**src/rtl/atm_session_ctrl.sv**
```systemverilog
// ATM session sequencer: card lookup, PIN retries with account lockout,
// inactivity timeouts and session hand-off to the transaction logic.
module atm_session_ctrl #(
  parameter int MAX_TRIES   = 3,
  parameter int TIMEOUT_CYC = 1000,
  parameter int NUM_ACC     = 10
) (
  input  logic        clk,
  input  logic        rst,
  input  logic        card_insert,
  input  logic [3:0]  acc_num_in,
  input  logic [15:0] pin_in,
  input  logic        pin_valid,
  input  logic        cancel,
  input  logic        session_done,
  output logic [3:0]  auth_acc_num,
  output logic [15:0] auth_pin,
  input  logic        auth_found,
  input  logic        auth_ok,
  input  logic [3:0]  auth_index,
  output logic        session_active,
  output logic [3:0]  acc_index,
  output logic        card_eject,
  output logic [2:0]  err_code,
  output logic [2:0]  tries_left
);

  localparam logic [2:0] S_IDLE     = 3'd0;
  localparam logic [2:0] S_LOOKUP   = 3'd1;
  localparam logic [2:0] S_WAIT_PIN = 3'd2;
  localparam logic [2:0] S_CHECK    = 3'd3;
  localparam logic [2:0] S_SESSION  = 3'd4;
  localparam logic [2:0] S_EJECT    = 3'd5;

  localparam logic [2:0] ERR_NONE    = 3'd0;
  localparam logic [2:0] ERR_NOTFND  = 3'd1;
  localparam logic [2:0] ERR_BADPIN  = 3'd2;
  localparam logic [2:0] ERR_LOCKED  = 3'd3;
  localparam logic [2:0] ERR_TIMEOUT = 3'd4;
  localparam logic [2:0] ERR_CANCEL  = 3'd5;

  localparam logic [2:0]  TRIES_INIT = 3'(MAX_TRIES);
  localparam logic [15:0] TMO_LAST   = 16'(TIMEOUT_CYC - 1);

  logic [2:0]         state;
  logic [15:0]        timer;
  logic [15:0]        timer_inc;
  logic               timed_out;
  logic [NUM_ACC-1:0] lock_mask;
  logic [3:0]         idx_q;

  // Lock-mask access by loop so indices at or beyond NUM_ACC never alias a bit.
  function automatic logic idx_valid(input logic [3:0] idx);
    idx_valid = 1'b0;
    for (int i = 0; i < NUM_ACC; i++)
      if (idx == 4'(i)) idx_valid = 1'b1;
  endfunction

  function automatic logic is_locked(input logic [NUM_ACC-1:0] mask,
                                     input logic [3:0] idx);
    is_locked = 1'b0;
    for (int i = 0; i < NUM_ACC; i++)
      if (idx == 4'(i)) is_locked = mask[i];
  endfunction

  function automatic logic [NUM_ACC-1:0] lock_bit(input logic [3:0] idx);
    lock_bit = '0;
    for (int i = 0; i < NUM_ACC; i++)
      if (idx == 4'(i)) lock_bit[i] = 1'b1;
  endfunction

  assign timer_inc = (timer == 16'hFFFF) ? timer : timer + 16'd1;
  assign timed_out = (timer == TMO_LAST);

  assign session_active = (state == S_SESSION);
  assign card_eject     = (state == S_EJECT);

  always_ff @(posedge clk) begin
    if (rst) begin
      state        <= S_IDLE;
      timer        <= '0;
      lock_mask    <= '0;
      idx_q        <= '0;
      auth_acc_num <= '0;
      auth_pin     <= '0;
      acc_index    <= '0;
      err_code     <= ERR_NONE;
      tries_left   <= TRIES_INIT;
    end else begin
      // Timer restarts on every transition; only the two idle-wait states let it run.
      timer <= '0;
      case (state)
        S_IDLE: begin
          if (card_insert) begin
            auth_acc_num <= acc_num_in;
            err_code     <= ERR_NONE;
            tries_left   <= TRIES_INIT;
            state        <= S_LOOKUP;
          end
        end
        S_LOOKUP: begin
          if (!auth_found || !idx_valid(auth_index)) begin
            err_code <= ERR_NOTFND;
            state    <= S_EJECT;
          end else if (is_locked(lock_mask, auth_index)) begin
            err_code <= ERR_LOCKED;
            state    <= S_EJECT;
          end else begin
            idx_q <= auth_index;
            state <= S_WAIT_PIN;
          end
        end
        S_WAIT_PIN: begin
          if (cancel) begin
            err_code <= ERR_CANCEL;
            state    <= S_EJECT;
          end else if (pin_valid) begin
            auth_pin <= pin_in;
            state    <= S_CHECK;
          end else if (timed_out) begin
            err_code <= ERR_TIMEOUT;
            state    <= S_EJECT;
          end else begin
            timer <= timer_inc;
          end
        end
        S_CHECK: begin
          if (auth_ok) begin
            err_code   <= ERR_NONE;
            acc_index  <= idx_q;
            tries_left <= TRIES_INIT;
            state      <= S_SESSION;
          end else if (tries_left > 3'd1) begin
            tries_left <= tries_left - 3'd1;
            err_code   <= ERR_BADPIN;
            state      <= S_WAIT_PIN;
          end else begin
            lock_mask  <= lock_mask | lock_bit(idx_q);
            tries_left <= 3'd0;
            err_code   <= ERR_LOCKED;
            state      <= S_EJECT;
          end
        end
        S_SESSION: begin
          if (cancel) begin
            err_code <= ERR_CANCEL;
            state    <= S_EJECT;
          end else if (session_done) begin
            err_code <= ERR_NONE;
            state    <= S_EJECT;
          end else if (timed_out) begin
            err_code <= ERR_TIMEOUT;
            state    <= S_EJECT;
          end else if (!(pin_valid || card_insert)) begin
            timer <= timer_inc;
          end
        end
        S_EJECT: begin
          auth_pin <= '0;
          state    <= S_IDLE;
        end
        default: state <= S_IDLE;
      endcase
    end
  end

endmodule

```
**config.mk**
```make
export PLATFORM = sky130hd
export DESIGN_NAME = atm_session_ctrl
export DESIGN_NICKNAME = d
export VERILOG_FILES = /design/src/rtl/atm_session_ctrl.sv
export SDC_FILE = /design/constraint.sdc
export NUM_CORES = 1
export LEC_CHECK = 0
export ABC_AREA = 1
export CAP_MARGIN = 20
export CORE_ASPECT_RATIO = 0.8
export CORE_MARGIN = 1
export CORE_UTILIZATION = 53
export CTS_CLUSTER_SIZE = 14
export DETAILED_ROUTE_END_ITERATION = 6
export GPL_ROUTABILITY_DRIVEN = 0
export PLACE_DENSITY = 0.79
export SETUP_SLACK_MARGIN = 0.4
export SLEW_MARGIN = 25
export SYNTH_ARGS = -nofsm -noshare
export SYNTH_HDL_FRONTEND = slang
export SYNTH_SLANG_ARGS = --single-unit
```
**constraint.sdc**
```tcl
create_clock -name clk -period 4.07 [get_ports clk]
set_input_delay 1.221 -clock clk [delete_from_list [all_inputs] [get_ports clk]]
set_output_delay 1.221 -clock clk [all_outputs]
set_load 0.05 [all_outputs]
```
Yosys cells after proc, flatten, opt, wreduce, memory -nomap -nowiden

Cells that the tools add are included.

Word-level logic and storage cells: 177
Output and inout bits: 32
Register bits after elaboration: 63
Bits of input ports: 32

Eq/ne operators: 30
Muxes and demuxes: 113
$lt $le $gt $ge: 1
Reduce and logical (&&, ||, !) cells: 17
Bitwise operators: 5
Add/sub/neg operators: 2

Operators by type and width:

| operator                | count |
|---|---|
| $mux W16                | 10 |
| $mux W1                 | 76 |
| $pmux W16 S2            | 2 |
| $mux W3                 | 21 |
| $eq A4 B3 Y1 const B    | 8 |
| $pmux W3 S5             | 2 |
| $add A16 B1 Y16 const B | 1 |
| $eq A16 B10 Y1 const B  | 1 |
| $eq A16 B16 Y1 const B  | 1 |
| $eq A4 B2 Y1 const B    | 4 |
| $eq A4 B4 Y1 const B    | 4 |
| $or A10 B10 Y10         | 1 |
| $reduce_and A3 Y1       | 3 |
| $eq A4 B1 Y1 const B    | 2 |
| $logic_not A4 Y1        | 2 |
| $eq A3 B2 Y1 const B    | 2 |
| $eq A3 B3 Y1 const B    | 2 |
| $ne A2 B2 Y1 const B    | 3 |
| $ne A3 B3 Y1 const B    | 2 |
| $pmux W3 S2             | 1 |
| $reduce_and A2 Y1       | 3 |
| $reduce_bool A5 Y1      | 1 |
| $not A1 Y1              | 4 |
| $reduce_and A4 Y1       | 1 |
| other kinds (8)         | 11 |

Logic depth before layout (Yosys ltp)

Depth in word-level cells: 21
Gate-level depth with buffers: 11
Gate-level depth less buffers: 11

Least setup slack after synthesis

No wires, ideal clock.

Path kind: flip-flop to output port
From: reg state[2]
To: out card_eject
Required time: 2.849 ns
Data arrival time: 1.606 ns
Slack: 1.243 ns
Buffers on the path: 0
Stages on the path, launching flop included: 3
Path through: dfxtp_1 inv_1 nor3_1

Cells in the longest elaborated chain, start to end: 1

RTL lines:

| item                     | RTL line | source |
|---|---|---|
| start: declaration       | 45       | `logic [2:0] state;` |
| start signal: assignment | 80       | `state <= S_IDLE;` |
| start signal: assignment | 98       | `state <= S_LOOKUP;` |
| start signal: assignment | 104      | `state <= S_EJECT;` |
| $eq A3 B3 Y1             | 76       | `assign card_eject = (state == S_EJECT);` |
| end: declaration         | 23       | `output logic card_eject,` |

Every way passes these cells.

Final worst setup path

Ends and elaborated chain as after synthesis.

==> flow_metrics.py <==
metrics = {
    "setup_path": {
        "timing.critical_path.arrival_ns": 1.99,
        "worst_r2r_endpoint": "timer[9]$_SDFF_PP0_",
        "timing.reg2reg.worst_path_depth": 7,
        "critical_path.startpoint": "state[2]$_SDFFE_PP0N_",
        "critical_path_class": "register to output port",
        "start_kind": "register",
        "endpoint_kind": "output port",
        "reg2reg_from": "timer[0]$_SDFF_PP0_",
        "cp_max_fo": 6,
        "cp_data_required_time_ns": 2.85,
        "worst-r2r-setup-slack_ns": 2.13,
    },
    "global_route": {
        "global_route.usage.met2": 0.430,
        "grt_pass1_vias": 2904,
        "global_route.peak_usage_layer": "met2",
        "grt_util_met1": 0.344,
        "grt.total_usage": 0.269,
        "antenna_found_initial": 0,
        "use_met3": 0.0851,
        "grt_overflow": 0,
        "grt_first_pass_wirelength_mm": 12.8,
        "pin_count_of_the_biggest_net_entering_global_routing": 30,
    },
    "floorplan": {
        "dieHeight_microns": 69.9,
        "fp-row-count": 24,
        "die_footprint_sq_um": 6080,
        "ios": 64,
        "floorplan.initialDensity": 0.556,
        "chipWidth_microns": 86.9,
        "placeableCoreArea_sq_um": 5500,
    },
    "synth": {
        "yosys_most_used_dff": "sky130_fd_sc_hd__dfxtp_1",
        "synth-edff-count": 0,
        "ys.warnings.count": 0,
        "async_reset_ff_frac": 0,
        "synth.avg_cell_area_sq_um": 6.86,
        "yosys_register_bits": 63,
        "post_synthesis_instance_area_sq_um": 3060,
        "seq_area_frac_synth": 0.412,
        "synthesis.instances": 446,
        "netlist-cell-type-count": 37,
        "synth_fp_nets": 481,
    },
    "clocking": {
        "cts_tree": "done",
        "post_cts.resized_instances": 0,
        "numClockSinks": 63,
        "cts_max_path_buffers": 2,
        "numCtsBuffers": 9,
        "insertion_delay_ns": 0.33,
        "cts_hold_repair_buffers": 0,
        "clock_pin_transition_on_the_worst_setup_and_hold_timing_paths_ns": 0.07,
        "cts.htree.levels": 3,
        "cts.repair_timing.setup_buffer_count": 0,
        "cts_root_buffer": "sky130_fd_sc_hd__clkbuf_8",
    },
    "route": {
        "routedWlPerCell_microns": 12.8,
        "detail_route.iter0.violations": 224,
        "detailedRoute.firstPassIterationCount": 5,
        "via_per_instance_ratio": 5.19,
        "dr_total_vias": 3094,
        "final_antenna_net_count": 0,
        "route.detailed.drc": 0,
        "totalWireLength_mm": 7.64,
    },
    "timing": {
        "fin_setup_tns_ns": 0,
        "max-slew-margin-rel": 0.436,
        "grt_setup_unrepaired": "false",
        "finalWorstPathRequiredPeriod_ns": 3.21,
        "hold_violations": 0,
        "finalSetupViolations": 0,
        "final_min_period_over_clock_period": 0.790,
        "fmax_mhz": 311,
        "clock-skew-final_ns": 0.00880,
        "final_max_slew_viol_count": 0,
        "worst_pin_slew_ns": 0.843,
    },
    "layout": {
        "flow.area_growth_from_synthesis_pct": 29.9,
        "n_antenna_cell": 0,
        "finalCoreUtilization": 0.723,
        "layout_common_cells": "sky130_fd_sc_hd__nand2_1, sky130_fd_sc_hd__nor2_1, sky130_fd_sc_hd__dfxtp_1, sky130_fd_sc_hd__clkdlybuf4s50_1, sky130_fd_sc_hd__inv_1",
        "share_of_layout_cells_above_drive_strength_1": 0.0811,
        "fillCellCount": 476,
        "numnets_final": 548,
        "mostFrequentLayoutCell": "sky130_fd_sc_hd__nand2_1",
    },
    "pwr": {
        "vdd.ir_drop.worst_mv": 0.226,
        "p_per_area_nw_per_um2": 465,
        "p_leak_nw": 1.63,
    },
    "place": {
        "hpwl_dp_mm": 5.68,
        "port_buffers": 63,
    },
    "hold_path": {
        "worstHoldEndpoint": "lock_mask[3]$_SDFFE_PP0P_",
        "hold_path_depth": 2,
        "hold_start": "lock_mask[3]$_SDFFE_PP0P_",
        "hold_path_class": "register to register",
    },
    "run": {
        "max-cap-violations": 0,
    },
    "outcome": {
        "run_status": "finished clean",
    },
}
[registers in the layout (all words and copies together) (netlist names)]
register and cells:
state 3, auth_acc_num 4, auth_pin 16, timer 16
lock_mask 10, tries_left 3, err_code 3, idx_q 4
acc_index 4
[report_power, final]
| group | switching [W] | internal, W |
|---|---|---|
| clock | 0.000235 | 0.000331 |
| combinational | 0.000381 | 0.000195 |
| sequential | 0.0000387 | 0.000666 |
[how the worst max path moves through the flow]
stage	end	slack [ns]	cells past startpoint
5_1_grt	card_eject	0.74	3
4_1_cts	card_eject	0.87	3
3_3_place_gp	err_code[2]$_SDFFE_PP0P_	0.94	11
2_1_floorplan	card_eject	1.24	2
6_report	card_eject	0.86	3
3_5_place_dp	err_code[2]$_SDFFE_PP0P_	0.84	11
[routing by layer]
| layer | vias to the layer above | part of all wire |
|---|---|---|
| met2 | 124 | 0.44 |
| met1 | 1388 | 0.46 |
| met4 | 0 | 0.014 |
| met5 | - | 0 |
| li1 | 1570 | - |
| met3 | 12 | 0.088 |
[stage by stage]
step	setup WS, ns	total power [W]	instance area, sq um	std cells	hold WS, ns
after floorplan	1.24	0.00111	3060	446	0.435
after global placement	0.941	0.00127	3760	580	0.448
after detailed placement	0.842	0.00128	3760	580	0.450
final	0.857	0.00185	3970	596	0.454
after CTS	0.869	0.00185	3970	596	0.460
after global routing	0.744	0.00194	3970	596	0.483
[Yosys cell counts, types with 2 or more instances]
cell / instances / area share
sky130_fd_sc_hd__buf_2: 2 / 0.0033
sky130_fd_sc_hd__nand2_1: 96 / 0.12
sky130_fd_sc_hd__ha_1: 3 / 0.012
sky130_fd_sc_hd__a21oi_1: 35 / 0.057
sky130_fd_sc_hd__nor2_2: 3 / 0.0061
sky130_fd_sc_hd__inv_1: 58 / 0.071
sky130_fd_sc_hd__nor3_1: 12 / 0.020
sky130_fd_sc_hd__nand4_1: 8 / 0.016
sky130_fd_sc_hd__or2_1: 2 / 0.0041
sky130_fd_sc_hd__clkbuf_1: 5 / 0.0061
sky130_fd_sc_hd__or2_2: 2 / 0.0041
sky130_fd_sc_hd__nor2_1: 68 / 0.083
sky130_fd_sc_hd__o21bai_1: 2 / 0.0049
sky130_fd_sc_hd__a31oi_1: 3 / 0.0061
sky130_fd_sc_hd__nand3_2: 2 / 0.0065
sky130_fd_sc_hd__nand3_1: 34 / 0.056
sky130_fd_sc_hd__a211oi_2: 2 / 0.0082
sky130_fd_sc_hd__dfxtp_1: 63 / 0.41
sky130_fd_sc_hd__and3_1: 2 / 0.0041
sky130_fd_sc_hd__inv_2: 4 / 0.0049
sky130_fd_sc_hd__o21ai_2: 3 / 0.0086
sky130_fd_sc_hd__nand2_2: 3 / 0.0061
sky130_fd_sc_hd__o211ai_1: 3 / 0.0074
sky130_fd_sc_hd__nand3b_1: 3 / 0.0074
sky130_fd_sc_hd__o21ai_0: 15 / 0.025
sky130_fd_sc_hd__nor3_2: 2 / 0.0065
[kinds of logic after synthesis]
family                     after synthesis  share of synthesized area
and+or+nand+nor                        240                      0.353
AOI/OAI and AO/OA                       67                      0.126
xor gates and xnor gates                 1                    0.00286
DFF                                     63                      0.412
buffers and inverters                   72                     0.0933
adders and majority gates                3                     0.0123
[cell type report]
type / instances / area, sq um / area share
clock buffers: 13 / 169 / 0.0425
clock inverters: 3 / 40.0 / 0.0101
inverters: 63 / 241 / 0.0608
multi-input cells: 311 / 1520 / 0.382
flip-flops and latches: 63 / 1260 / 0.318
well taps: 78 / 97.6 / 0.0246
repair buffers: 65 / 646 / 0.163
[critical path: stages (launching register included)]
cell	delay (ns)
sky130_fd_sc_hd__dfxtp_1	0.34
sky130_fd_sc_hd__inv_1	0.10
sky130_fd_sc_hd__nor3_1	0.34
sky130_fd_sc_hd__clkdlybuf4s50_1	0.87
Note: power is estimated with default switching activity, not from simulation.
